--- config.mk ---
export PLATFORM = sky130hd
export DESIGN_NAME = ysyx_2022040010_dcache_axi_bridge_flat
export DESIGN_NICKNAME = d
export VERILOG_FILES = /design/src/rtl/ysyx_2022040010_dcache_axi_bridge_pkg.sv /design/src/rtl/ysyx_2022040010_dcache_axi_bridge_if.sv /design/src/rtl/ysyx_2022040010_dcache_axi_bridge.sv /design/src/flat_wrapper.sv
export SDC_FILE = /design/constraint.sdc
export NUM_CORES = 1
export LEC_CHECK = 0
export CAP_MARGIN = 5
export CORE_AREA = 5 5 176 178
export CTS_CLUSTER_DIAMETER = 40
export DETAILED_ROUTE_END_ITERATION = 12
export DIE_AREA = 0 0 181 183
export PLACE_DENSITY = 0.6
export SLEW_MARGIN = 10
export SYNTH_ARGS = -nofsm -noshare
export SYNTH_HDL_FRONTEND = slang
export SYNTH_SLANG_ARGS = --single-unit
--- constraint.sdc ---
create_clock -name clk -period 1.7 [get_ports clk]
set_input_delay 0.17 -clock clk [delete_from_list [all_inputs] [get_ports clk]]
set_output_delay 0.17 -clock clk [all_outputs]
set_load 0.01 [all_outputs]
--- src/rtl/ysyx_2022040010_dcache_axi_bridge_pkg.sv ---
// Shared definitions for the data-side single-beat AXI4 bridge.
package ysyx_2022040010_dcache_axi_bridge_pkg;

  typedef enum logic [2:0] {
    ST_IDLE,
    ST_RD_A,
    ST_RD_D,
    ST_WR_AW,
    ST_WR_B,
    ST_DONE
  } state_e;

  localparam logic [1:0] AXI_BURST_INCR = 2'b01;
  localparam logic [2:0] AXI_SIZE_8B    = 3'b011;
  localparam logic [1:0] AXI_RESP_OKAY  = 2'b00;

endpackage

--- src/rtl/ysyx_2022040010_dcache_axi_bridge_if.sv ---
// AXI4 bus bundle between the dcache bridge (master) and memory (slave).
interface ysyx_2022040010_dcache_axi_bridge_if #(
  parameter int AXI_ADDR_W = 32
);
  logic [3:0]            arid;
  logic [AXI_ADDR_W-1:0] araddr;
  logic [7:0]            arlen;
  logic [2:0]            arsize;
  logic [1:0]            arburst;
  logic                  arvalid;
  logic                  arready;

  logic [3:0]            rid;
  logic [63:0]           rdata_i;
  logic [1:0]            rresp;
  logic                  rlast;
  logic                  rvalid;
  logic                  rready;

  logic [3:0]            awid;
  logic [AXI_ADDR_W-1:0] awaddr;
  logic [7:0]            awlen;
  logic [2:0]            awsize;
  logic [1:0]            awburst;
  logic                  awvalid;
  logic                  awready;

  logic [63:0]           wdata;
  logic [7:0]            wstrb;
  logic                  wlast;
  logic                  wvalid;
  logic                  wready;

  logic [3:0]            bid;
  logic [1:0]            bresp;
  logic                  bvalid;
  logic                  bready;

  modport master (
    output arid, araddr, arlen, arsize, arburst, arvalid,
    input  arready,
    input  rid, rdata_i, rresp, rlast, rvalid,
    output rready,
    output awid, awaddr, awlen, awsize, awburst, awvalid,
    input  awready,
    output wdata, wstrb, wlast, wvalid,
    input  wready,
    input  bid, bresp, bvalid,
    output bready
  );

  modport slave (
    input  arid, araddr, arlen, arsize, arburst, arvalid,
    output arready,
    output rid, rdata_i, rresp, rlast, rvalid,
    input  rready,
    input  awid, awaddr, awlen, awsize, awburst, awvalid,
    output awready,
    input  wdata, wstrb, wlast, wvalid,
    output wready,
    output bid, bresp, bvalid,
    input  bready
  );

endinterface

--- src/rtl/ysyx_2022040010_dcache_axi_bridge.sv ---
// Single-outstanding, single-beat AXI4 master for the data-side uncache path.
// Returns read data with a one-cycle refresh pulse that releases the stall.
module ysyx_2022040010_dcache_axi_bridge
  import ysyx_2022040010_dcache_axi_bridge_pkg::*;
#(
  parameter int         AXI_ADDR_W = 32,
  parameter logic [3:0] AXI_ID     = 4'd1
) (
  input  logic        clk,
  input  logic        rst,
  input  logic        req_e,
  input  logic        req_we,
  input  logic [63:0] req_addr,
  input  logic [63:0] req_wdata,
  input  logic [7:0]  req_wsel,
  output logic        refresh,
  output logic [63:0] rdata,
  output logic        resp_err,
  output logic        busy,
  ysyx_2022040010_dcache_axi_bridge_if.master axi
);

  state_e                  state_q, state_d;
  logic [AXI_ADDR_W-1:3]   addr_q, addr_d;
  logic [63:0]             wdata_q, wdata_d;
  logic [7:0]              wsel_q, wsel_d;
  logic                    aw_done_q, aw_done_d;
  logic                    w_done_q, w_done_d;
  logic [63:0]             rdata_q, rdata_d;
  logic                    err_q, err_d;

  // Response ID/last and the sub-doubleword address bits are intentionally ignored.
  logic unused_bits;
  assign unused_bits = ^{req_addr, axi.rid, axi.bid, axi.rlast};

  always_ff @(posedge clk) begin
    if (rst) begin
      state_q   <= ST_IDLE;
      addr_q    <= '0;
      wdata_q   <= '0;
      wsel_q    <= '0;
      aw_done_q <= 1'b0;
      w_done_q  <= 1'b0;
      rdata_q   <= '0;
      err_q     <= 1'b0;
    end else begin
      state_q   <= state_d;
      addr_q    <= addr_d;
      wdata_q   <= wdata_d;
      wsel_q    <= wsel_d;
      aw_done_q <= aw_done_d;
      w_done_q  <= w_done_d;
      rdata_q   <= rdata_d;
      err_q     <= err_d;
    end
  end

  always_comb begin
    state_d   = state_q;
    addr_d    = addr_q;
    wdata_d   = wdata_q;
    wsel_d    = wsel_q;
    aw_done_d = aw_done_q;
    w_done_d  = w_done_q;
    rdata_d   = rdata_q;
    err_d     = err_q;
    unique case (state_q)
      ST_IDLE: begin
        if (req_e) begin
          addr_d    = req_addr[AXI_ADDR_W-1:3];
          wdata_d   = req_wdata;
          wsel_d    = req_wsel;
          aw_done_d = 1'b0;
          w_done_d  = 1'b0;
          state_d   = req_we ? ST_WR_AW : ST_RD_A;
        end
      end
      ST_RD_A: begin
        if (axi.arready) state_d = ST_RD_D;
      end
      ST_RD_D: begin
        if (axi.rvalid) begin
          rdata_d = axi.rdata_i;
          err_d   = (axi.rresp != AXI_RESP_OKAY);
          state_d = ST_DONE;
        end
      end
      ST_WR_AW: begin
        // AW and W retire independently; leave once both have, even in the same cycle.
        aw_done_d = aw_done_q | axi.awready;
        w_done_d  = w_done_q | axi.wready;
        if (aw_done_d && w_done_d) state_d = ST_WR_B;
      end
      ST_WR_B: begin
        if (axi.bvalid) begin
          err_d   = (axi.bresp != AXI_RESP_OKAY);
          state_d = ST_DONE;
        end
      end
      ST_DONE: state_d = ST_IDLE;
      default: state_d = ST_IDLE;
    endcase
  end

  assign refresh  = (state_q == ST_DONE);
  assign resp_err = (state_q == ST_DONE) && err_q;
  assign busy     = (state_q != ST_IDLE);
  assign rdata    = rdata_q;

  assign axi.arid    = AXI_ID;
  assign axi.araddr  = {addr_q, 3'b000};
  assign axi.arlen   = 8'd0;
  assign axi.arsize  = AXI_SIZE_8B;
  assign axi.arburst = AXI_BURST_INCR;
  assign axi.arvalid = (state_q == ST_RD_A);
  assign axi.rready  = (state_q == ST_RD_D);

  assign axi.awid    = AXI_ID;
  assign axi.awaddr  = {addr_q, 3'b000};
  assign axi.awlen   = 8'd0;
  assign axi.awsize  = AXI_SIZE_8B;
  assign axi.awburst = AXI_BURST_INCR;
  assign axi.awvalid = (state_q == ST_WR_AW) && !aw_done_q;

  assign axi.wdata   = wdata_q;
  assign axi.wstrb   = wsel_q;
  assign axi.wlast   = 1'b1;
  assign axi.wvalid  = (state_q == ST_WR_AW) && !w_done_q;

  assign axi.bready  = (state_q == ST_WR_B);

endmodule

--- src/flat_wrapper.sv ---
// flat-port wrapper written by rule: the top's interface ports become plain ports
module ysyx_2022040010_dcache_axi_bridge_flat import ysyx_2022040010_dcache_axi_bridge_pkg::*;
#(
  parameter int         AXI_ADDR_W = 32,
  parameter logic [3:0] AXI_ID     = 4'd1
)
  (clk, rst, req_e, req_we, req_addr, req_wdata, req_wsel, refresh, rdata, resp_err, busy, axi_arid, axi_araddr, axi_arlen, axi_arsize, axi_arburst, axi_arvalid, axi_arready, axi_rid, axi_rdata_i, axi_rresp, axi_rlast, axi_rvalid, axi_rready, axi_awid, axi_awaddr, axi_awlen, axi_awsize, axi_awburst, axi_awvalid, axi_awready, axi_wdata, axi_wstrb, axi_wlast, axi_wvalid, axi_wready, axi_bid, axi_bresp, axi_bvalid, axi_bready);
  ysyx_2022040010_dcache_axi_bridge_if #(.AXI_ADDR_W(AXI_ADDR_W)) axi_i ();
  input  logic clk;
  input  logic rst;
  input  logic req_e;
  input  logic req_we;
  input  logic [63:0] req_addr;
  input  logic [63:0] req_wdata;
  input  logic [7:0] req_wsel;
  output logic refresh;
  output logic [63:0] rdata;
  output logic resp_err;
  output logic busy;
  output wire logic [$bits(axi_i.arid)-1:0] axi_arid;
  output wire logic [$bits(axi_i.araddr)-1:0] axi_araddr;
  output wire logic [$bits(axi_i.arlen)-1:0] axi_arlen;
  output wire logic [$bits(axi_i.arsize)-1:0] axi_arsize;
  output wire logic [$bits(axi_i.arburst)-1:0] axi_arburst;
  output wire logic [$bits(axi_i.arvalid)-1:0] axi_arvalid;
  input wire logic [$bits(axi_i.arready)-1:0] axi_arready;
  input wire logic [$bits(axi_i.rid)-1:0] axi_rid;
  input wire logic [$bits(axi_i.rdata_i)-1:0] axi_rdata_i;
  input wire logic [$bits(axi_i.rresp)-1:0] axi_rresp;
  input wire logic [$bits(axi_i.rlast)-1:0] axi_rlast;
  input wire logic [$bits(axi_i.rvalid)-1:0] axi_rvalid;
  output wire logic [$bits(axi_i.rready)-1:0] axi_rready;
  output wire logic [$bits(axi_i.awid)-1:0] axi_awid;
  output wire logic [$bits(axi_i.awaddr)-1:0] axi_awaddr;
  output wire logic [$bits(axi_i.awlen)-1:0] axi_awlen;
  output wire logic [$bits(axi_i.awsize)-1:0] axi_awsize;
  output wire logic [$bits(axi_i.awburst)-1:0] axi_awburst;
  output wire logic [$bits(axi_i.awvalid)-1:0] axi_awvalid;
  input wire logic [$bits(axi_i.awready)-1:0] axi_awready;
  output wire logic [$bits(axi_i.wdata)-1:0] axi_wdata;
  output wire logic [$bits(axi_i.wstrb)-1:0] axi_wstrb;
  output wire logic [$bits(axi_i.wlast)-1:0] axi_wlast;
  output wire logic [$bits(axi_i.wvalid)-1:0] axi_wvalid;
  input wire logic [$bits(axi_i.wready)-1:0] axi_wready;
  input wire logic [$bits(axi_i.bid)-1:0] axi_bid;
  input wire logic [$bits(axi_i.bresp)-1:0] axi_bresp;
  input wire logic [$bits(axi_i.bvalid)-1:0] axi_bvalid;
  output wire logic [$bits(axi_i.bready)-1:0] axi_bready;
  assign axi_arid = axi_i.arid;
  assign axi_araddr = axi_i.araddr;
  assign axi_arlen = axi_i.arlen;
  assign axi_arsize = axi_i.arsize;
  assign axi_arburst = axi_i.arburst;
  assign axi_arvalid = axi_i.arvalid;
  assign axi_i.arready = axi_arready;
  assign axi_i.rid = axi_rid;
  assign axi_i.rdata_i = axi_rdata_i;
  assign axi_i.rresp = axi_rresp;
  assign axi_i.rlast = axi_rlast;
  assign axi_i.rvalid = axi_rvalid;
  assign axi_rready = axi_i.rready;
  assign axi_awid = axi_i.awid;
  assign axi_awaddr = axi_i.awaddr;
  assign axi_awlen = axi_i.awlen;
  assign axi_awsize = axi_i.awsize;
  assign axi_awburst = axi_i.awburst;
  assign axi_awvalid = axi_i.awvalid;
  assign axi_i.awready = axi_awready;
  assign axi_wdata = axi_i.wdata;
  assign axi_wstrb = axi_i.wstrb;
  assign axi_wlast = axi_i.wlast;
  assign axi_wvalid = axi_i.wvalid;
  assign axi_i.wready = axi_wready;
  assign axi_i.bid = axi_bid;
  assign axi_i.bresp = axi_bresp;
  assign axi_i.bvalid = axi_bvalid;
  assign axi_bready = axi_i.bready;
  ysyx_2022040010_dcache_axi_bridge #(.AXI_ADDR_W(AXI_ADDR_W), .AXI_ID(AXI_ID)) u_core (.clk(clk), .rst(rst), .req_e(req_e), .req_we(req_we), .req_addr(req_addr), .req_wdata(req_wdata), .req_wsel(req_wsel), .refresh(refresh), .rdata(rdata), .resp_err(resp_err), .busy(busy), .axi(axi_i));
endmodule
==> reports/results.ini, run 1 <==
[run_status]
outcome=completed

[global_routing]
grt_pass1_wl_um=35450
grt-ovfl-total=0
grt_pass1_vias=6136
grt_max_degree=76
grt_usage_pct=13.51
antenna_found_initial=1

[sta]
finalCriticalPeriod_ns=1.606
final.setup_skew_ns=0.01356
fin_tns_setup_ns=0
setup_violations=0
hold_viol=0
slew_violations=0
whs_ns=0.09164
rsz0062_at_grt=no
max_freq_mhz=622.7
final.period_utilization_pct=94.47

[route]
drt_pass1_iterations=5
vias=6443
wire_per_inst_um=15.02
vias_per_cell=4.062
drc=0
routed_wl_um=23810
drtAntennaViolNets=0
drt-initial-drc-count=272

[finish]
areaGrowthSynthToFinish_pct=69.39
fin_area_um2=11200
drive_gt1_share_pct=6.360
nNetsFinal=1406
fin_cells=1586
num-fill-cells=2992

[placement]
port_buffers=379
gp_congestion=0.7791
dp_hpwl_um=17620
dp_cells=1552
dpl_cell_area_um2=10580

[logic_synthesis]
synthSimpleGateAreaFrac_pct=21.59
synth_compound_area_share_pct=13.56
ys_types=27
synth_top_family_by_area=simple AND/OR/NAND/NOR gates
synth_cells=842
ys_ff_latch=171
ys.flop_type=dfxtp_1
yosysSeqAreaShare_pct=51.76
synth_fa_ha_area_share_pct=0
synth.area.mux_share_pct=0.4729
synth_xor_area_share_pct=0
synth_edf_count=0
syn_area_um2=6614
postSynthAreaPerCell_um2=7.855
postSynth.asyncResetShare_pct=0
yosysWarnings=0

[min_path]
hold_class=in -> reg

[floorplan]
die_x_um=181
core_area_um2=29240
die_area_um2=33120
start_util_pct=22.62
pin_count=465
fp.dieH_um=183
rows=63

[pwr]
vdd_drop_max_uv=635.6
power_density_nw_per_um2=1302
leakage_uw=0.004093

[critical_path]
crit_type=reg -> out
max_stage_delay_ns=0.36
worst_setup_path_start_kind=flop
cp.arrival_ns=1.44
cp-end-kind=output port
cp_cell_sequence=buf_4 -> nor3b_2 -> dlygate4sd2_1
crit_slowest_cell=dfxtp_4
required_ns=1.53
cp_max_fo=5

[run]
drv_cap=0

[clock_network]
cts.sinks=171
root_buffer=clkbuf_16
htree_levels=4
cts.clk_slew.worst_paths_ns=0.07
cts_max_path_buffers=2
clock_latency_ns=0.42
cts_tree=yes
cts_buffers=17

-- worst paths after layout --
| path | from | endpoint | slack (ns) | cells after the start |
|---|---|---|---|---|
| worst max-delay path | u_core.state_q[0]$_SDFFE_PP0P_ | axi_bready | 0.09 | 3 |
| worst min-delay path | rst | u_core.state_q[0]$_SDFFE_PP0P_ | 0.09 | 3 |
| worst max register to register | u_core.state_q[0]$_SDFFE_PP0P_ | u_core.axi.wdata[60]$_SDFFE_PP0P_ | 0.12 | 6 |
| worst min register to register | u_core.axi.wdata[43]$_SDFFE_PP0P_ | u_core.axi.wdata[43]$_SDFFE_PP0P_ | 0.45 | 2 |
-- critical path, delay by kind of cell, from the launching register on --
family | cells | cell delay (ns)
flip-flops | 1 | 0.36
buffers and inverters | 2 | 0.46
AND/OR/NAND/NOR | 1 | 0.20
-- through the flow --
step / setup slack (ns) / util [%] / total power, µW
2_1_floorplan: 0.2479 / - / 7906
3_3_place_gp: 0.02658 / 36.17 / 10740
3_5_place_dp: 0.01002 / 36.17 / 10810
4_1_cts: 0.02289 / 38.23 / 14840
5_1_grt: 0.0003604 / 38.30 / 15510
6_report: 0.09409 / 38.31 / 14580
-- registers in the layout, indices dropped and copies added (netlist names) --
name,flops
u_core.aw_done_q,1
u_core.w_done_q,1
u_core.addr_q,29
u_core.axi.wdata,64
u_core.rdata,64
u_core.err_q,1
u_core.state_q,3
u_core.axi.wstrb,8
-- what timing repair did --
item / 4_1_cts / 5_1_grt
buffers inserted: 2 / 1
gates resized for setup: 18 / 6
gates cloned: 0 / 0
hold buffers: 0 / 0
setup endpoints to repair: 9 / 43
-- per-layer routing --
metal	share of wire [%]	track usage, %	routed length [µm]	vias to the layer above
li1	-	-	-	3264
met3	7.6	4.641	1811	28
met5	0.055	0	13	-
met1	41	15.80	9680	2925
met2	50	23.45	11820	224
met4	2.0	4.233	486	2
-- cell families after synthesis --
family / after synthesis
mux: 3
flops: 171
simple gates: 362
other cells: 2
buf+inv: 128
compound gates: 176
-- cells in the final DEF (no fill, tap or decap), types with 4 or more instances in the layout --
cell | Yosys | routed
buf_12 | 0 | 10
dfxtp_1 | 171 | 168
clkinv_2 | 0 | 4
a21oi_1 | 167 | 167
dlygate4sd2_1 | 0 | 5
buf_4 | 71 | 22
clkbuf_16 | 0 | 17
conb_1 | 2 | 41
clkdlybuf4s50_1 | 0 | 370
nand2_1 | 332 | 331
nor2_1 | 12 | 11
-- cell type report --
type | count | area (µm²) | share of cell area, %
sequential | 171 | 3435 | 30.66
tap | 390 | 488.0 | 4.356
multi-input combinational | 582 | 2534 | 22.62
antenna | 1 | 2.502 | 0.02234
timing repair buffer | 412 | 4164 | 37.17
clock buffer | 20 | 466.7 | 4.166
clock inverter | 10 | 113.9 | 1.016
-- cells in the mapped netlist (all sizes together), types with 2 or more instances --
cell      n  area share (%)
nor2     12            0.68
mux2i     2            0.30
conb      2            0.11
dfxtp   171              52
nand3b    3            0.34
and3b     2            0.26
nand2   332              19
or3       2            0.19
buf     100              11
a21oi   167              13
a22oi     2            0.23
and2      3            0.28
clkbuf   28             1.6
nor3b     5            0.72
o21ai     3            0.23
-- where the power goes --
group	leakage [µW]	switching [µW]	internal, µW
sequential	0.00140	448	4740
combinational	0.00241	2630	2850
clock	0.000288	1650	2270
Note: power is estimated with default switching activity, not from simulation.
==> run 2, diff against run 1 <==
CORE_AREA = 5 5 178 180   (was 5 5 176 178)
DIE_AREA = 0 0 183 185   (was 0 0 181 183)
PLACE_DENSITY = 0.61   (was 0.6)
clock period = 1.4 ns   (was 1.7 ns; I/O delays follow)
==> reports/results.ini, run 2 (synthesized netlist as in run 1, its figures left out) <==
[sta]
fin_tns_setup_ns=-12.26
worst_slack_ns=-0.1598
finalCriticalPeriod_ns=1.560
final.setup_skew_ns=0.01042
final.period_utilization_pct=111.4
whs_ns=0.05494
slew_violations=0
max_freq_mhz=641.1
setup_violations=145
rsz0062_at_grt=yes
hold_viol=0

[critical_path]
cp_top_family=simple AND/OR/NAND/NOR gates
crit_type=reg -> reg
path_buf_inv=2
cp-end-kind=flop
max_stage_delay_ns=0.38
required_ns=1.69
crit_slowest_cell=dfxtp_4
cp_max_fo=9
cp.arrival_ns=1.85
worst_setup_path_start_kind=flop
cp_cell_sequence=nand2b_4 -> or3_4 -> buf_12 -> buf_16 -> nand2_1 -> a21oi_1

[finish]
final_cell_mix=224 x nand2_1, 194 x dlygate4sd2_1, 176 x clkdlybuf4s50_1, 166 x dfxtp_1, 95 x a21oi_2
nNetsFinal=1448
diodes=0
seq_area_um2=3437
final_common_cell=nand2_1
drive_gt1_share_pct=27.36
areaGrowthSynthToFinish_pct=95.29
multi_input_comb_area_um2=3651
num-fill-cells=2961

[pwr]
switchingPower_uw=7775
netSwitchingFraction_pct=36.63
internal_power_uw=13450
leakage_uw=0.005789
combPwrFrac_pct=46.3
power_density_nw_per_um2=1643
vdd_drop_max_uv=858.4
pwr-share-clk_pct=22.9
power_frac_seq_pct=30.9

[clock_network]
cts.clk_slew.worst_paths_ns=0.07
holdBufCountCts=0
cts_max_path_buffers=2
cts.sinks=171
clock_latency_ns=0.42
htree_levels=4
root_buffer=clkbuf_16
cts_buffers=17
cts_tree=yes

[run_status]
violations=negative setup slack
outcome=finished, violations left

[route]
vias=6970
drt_pass1_iterations=4
wire_per_inst_um=16.96
drtAntennaViolNets=0
drt-initial-drc-count=190
routed_wl_um=27720
vias_per_cell=4.263
drc=0

[floorplan]
core_area_um2=30030
die_x_um=183
die_area_um2=33860
pin_count=465
start_util_pct=22.02
rows=64
fp.dieH_um=185

[placement]
dp_hpwl_um=17710
gp_congestion=0.8090
port_buffers=379

[min_path]
hold_class=in -> reg

[global_routing]
grt_max_degree=73
grt_usage_pct=14.57
grt-ovfl-total=0
grt_pass1_wl_um=38520
antenna_found_initial=0
grt_pass1_vias=6761

[run]
drv_cap=0

## run 2: area by class of cell
type,instances,share of cell area (%)
clock inverter,14,1.259
tap,396,3.836
sequential,171,26.61
clock buffer,18,3.323
timing repair buffer,453,36.70
multi-input combinational,583,28.27
## run 2: what timing repair did
action / CTS / global route
gates cloned: 16 / 8
setup endpoints to repair: 372 / 179
pin swaps: 129 / 57
setup buffers: 14 / 3
resized for setup: 402 / 177
## run 2: worst paths after layout
check	from	to	slack, ns	cells after the start
max	u_core.state_q[0]$_SDFFE_PP0P_	u_core.axi.wdata[6]$_SDFFE_PP0P_	-0.16	6
min	rst	u_core.axi.wdata[13]$_SDFFE_PP0P_	0.05	2
max reg2reg	u_core.state_q[0]$_SDFFE_PP0P_	u_core.axi.wdata[6]$_SDFFE_PP0P_	-0.16	6
min reg2reg	u_core.rdata[2]$_SDFFE_PP0P_	u_core.rdata[2]$_SDFFE_PP0P_	0.45	2
## run 2: power groups by stage
stage / Sequential [µW] / Clock [µW] / Combinational (µW)
finish: 6560 / 4850 / 9820
global route: 6680 / 5210 / 10400
CTS: 6410 / 5010 / 8780
detailed placement: 6400 / 0 / 6770
global placement: 6370 / 0 / 6720
floorplan: 6690 / 0 / 2930
## run 2: layer usage
layer,global-route usage [%],up-vias,part of all wire (%)
met5,0,-,0
met4,4.738,0,1.7
met3,4.203,25,7.3
met2,26.20,265,51
met1,16.65,3305,40
li1,-,3375,-
## run 2: metrics by stage
stage,cells,util [%],total power [µW],setup WS (ns),instance area [µm²]
floorplan,881,-,9627,0.01775,6774
global placement,1563,35.40,13090,-0.3197,10630
detailed placement,1563,35.40,13170,-0.2908,10630
finish,1635,43.01,21230,-0.1598,12920
global route,1635,43.01,22340,-0.2121,12920
CTS,1625,40.18,20200,-0.1684,12070
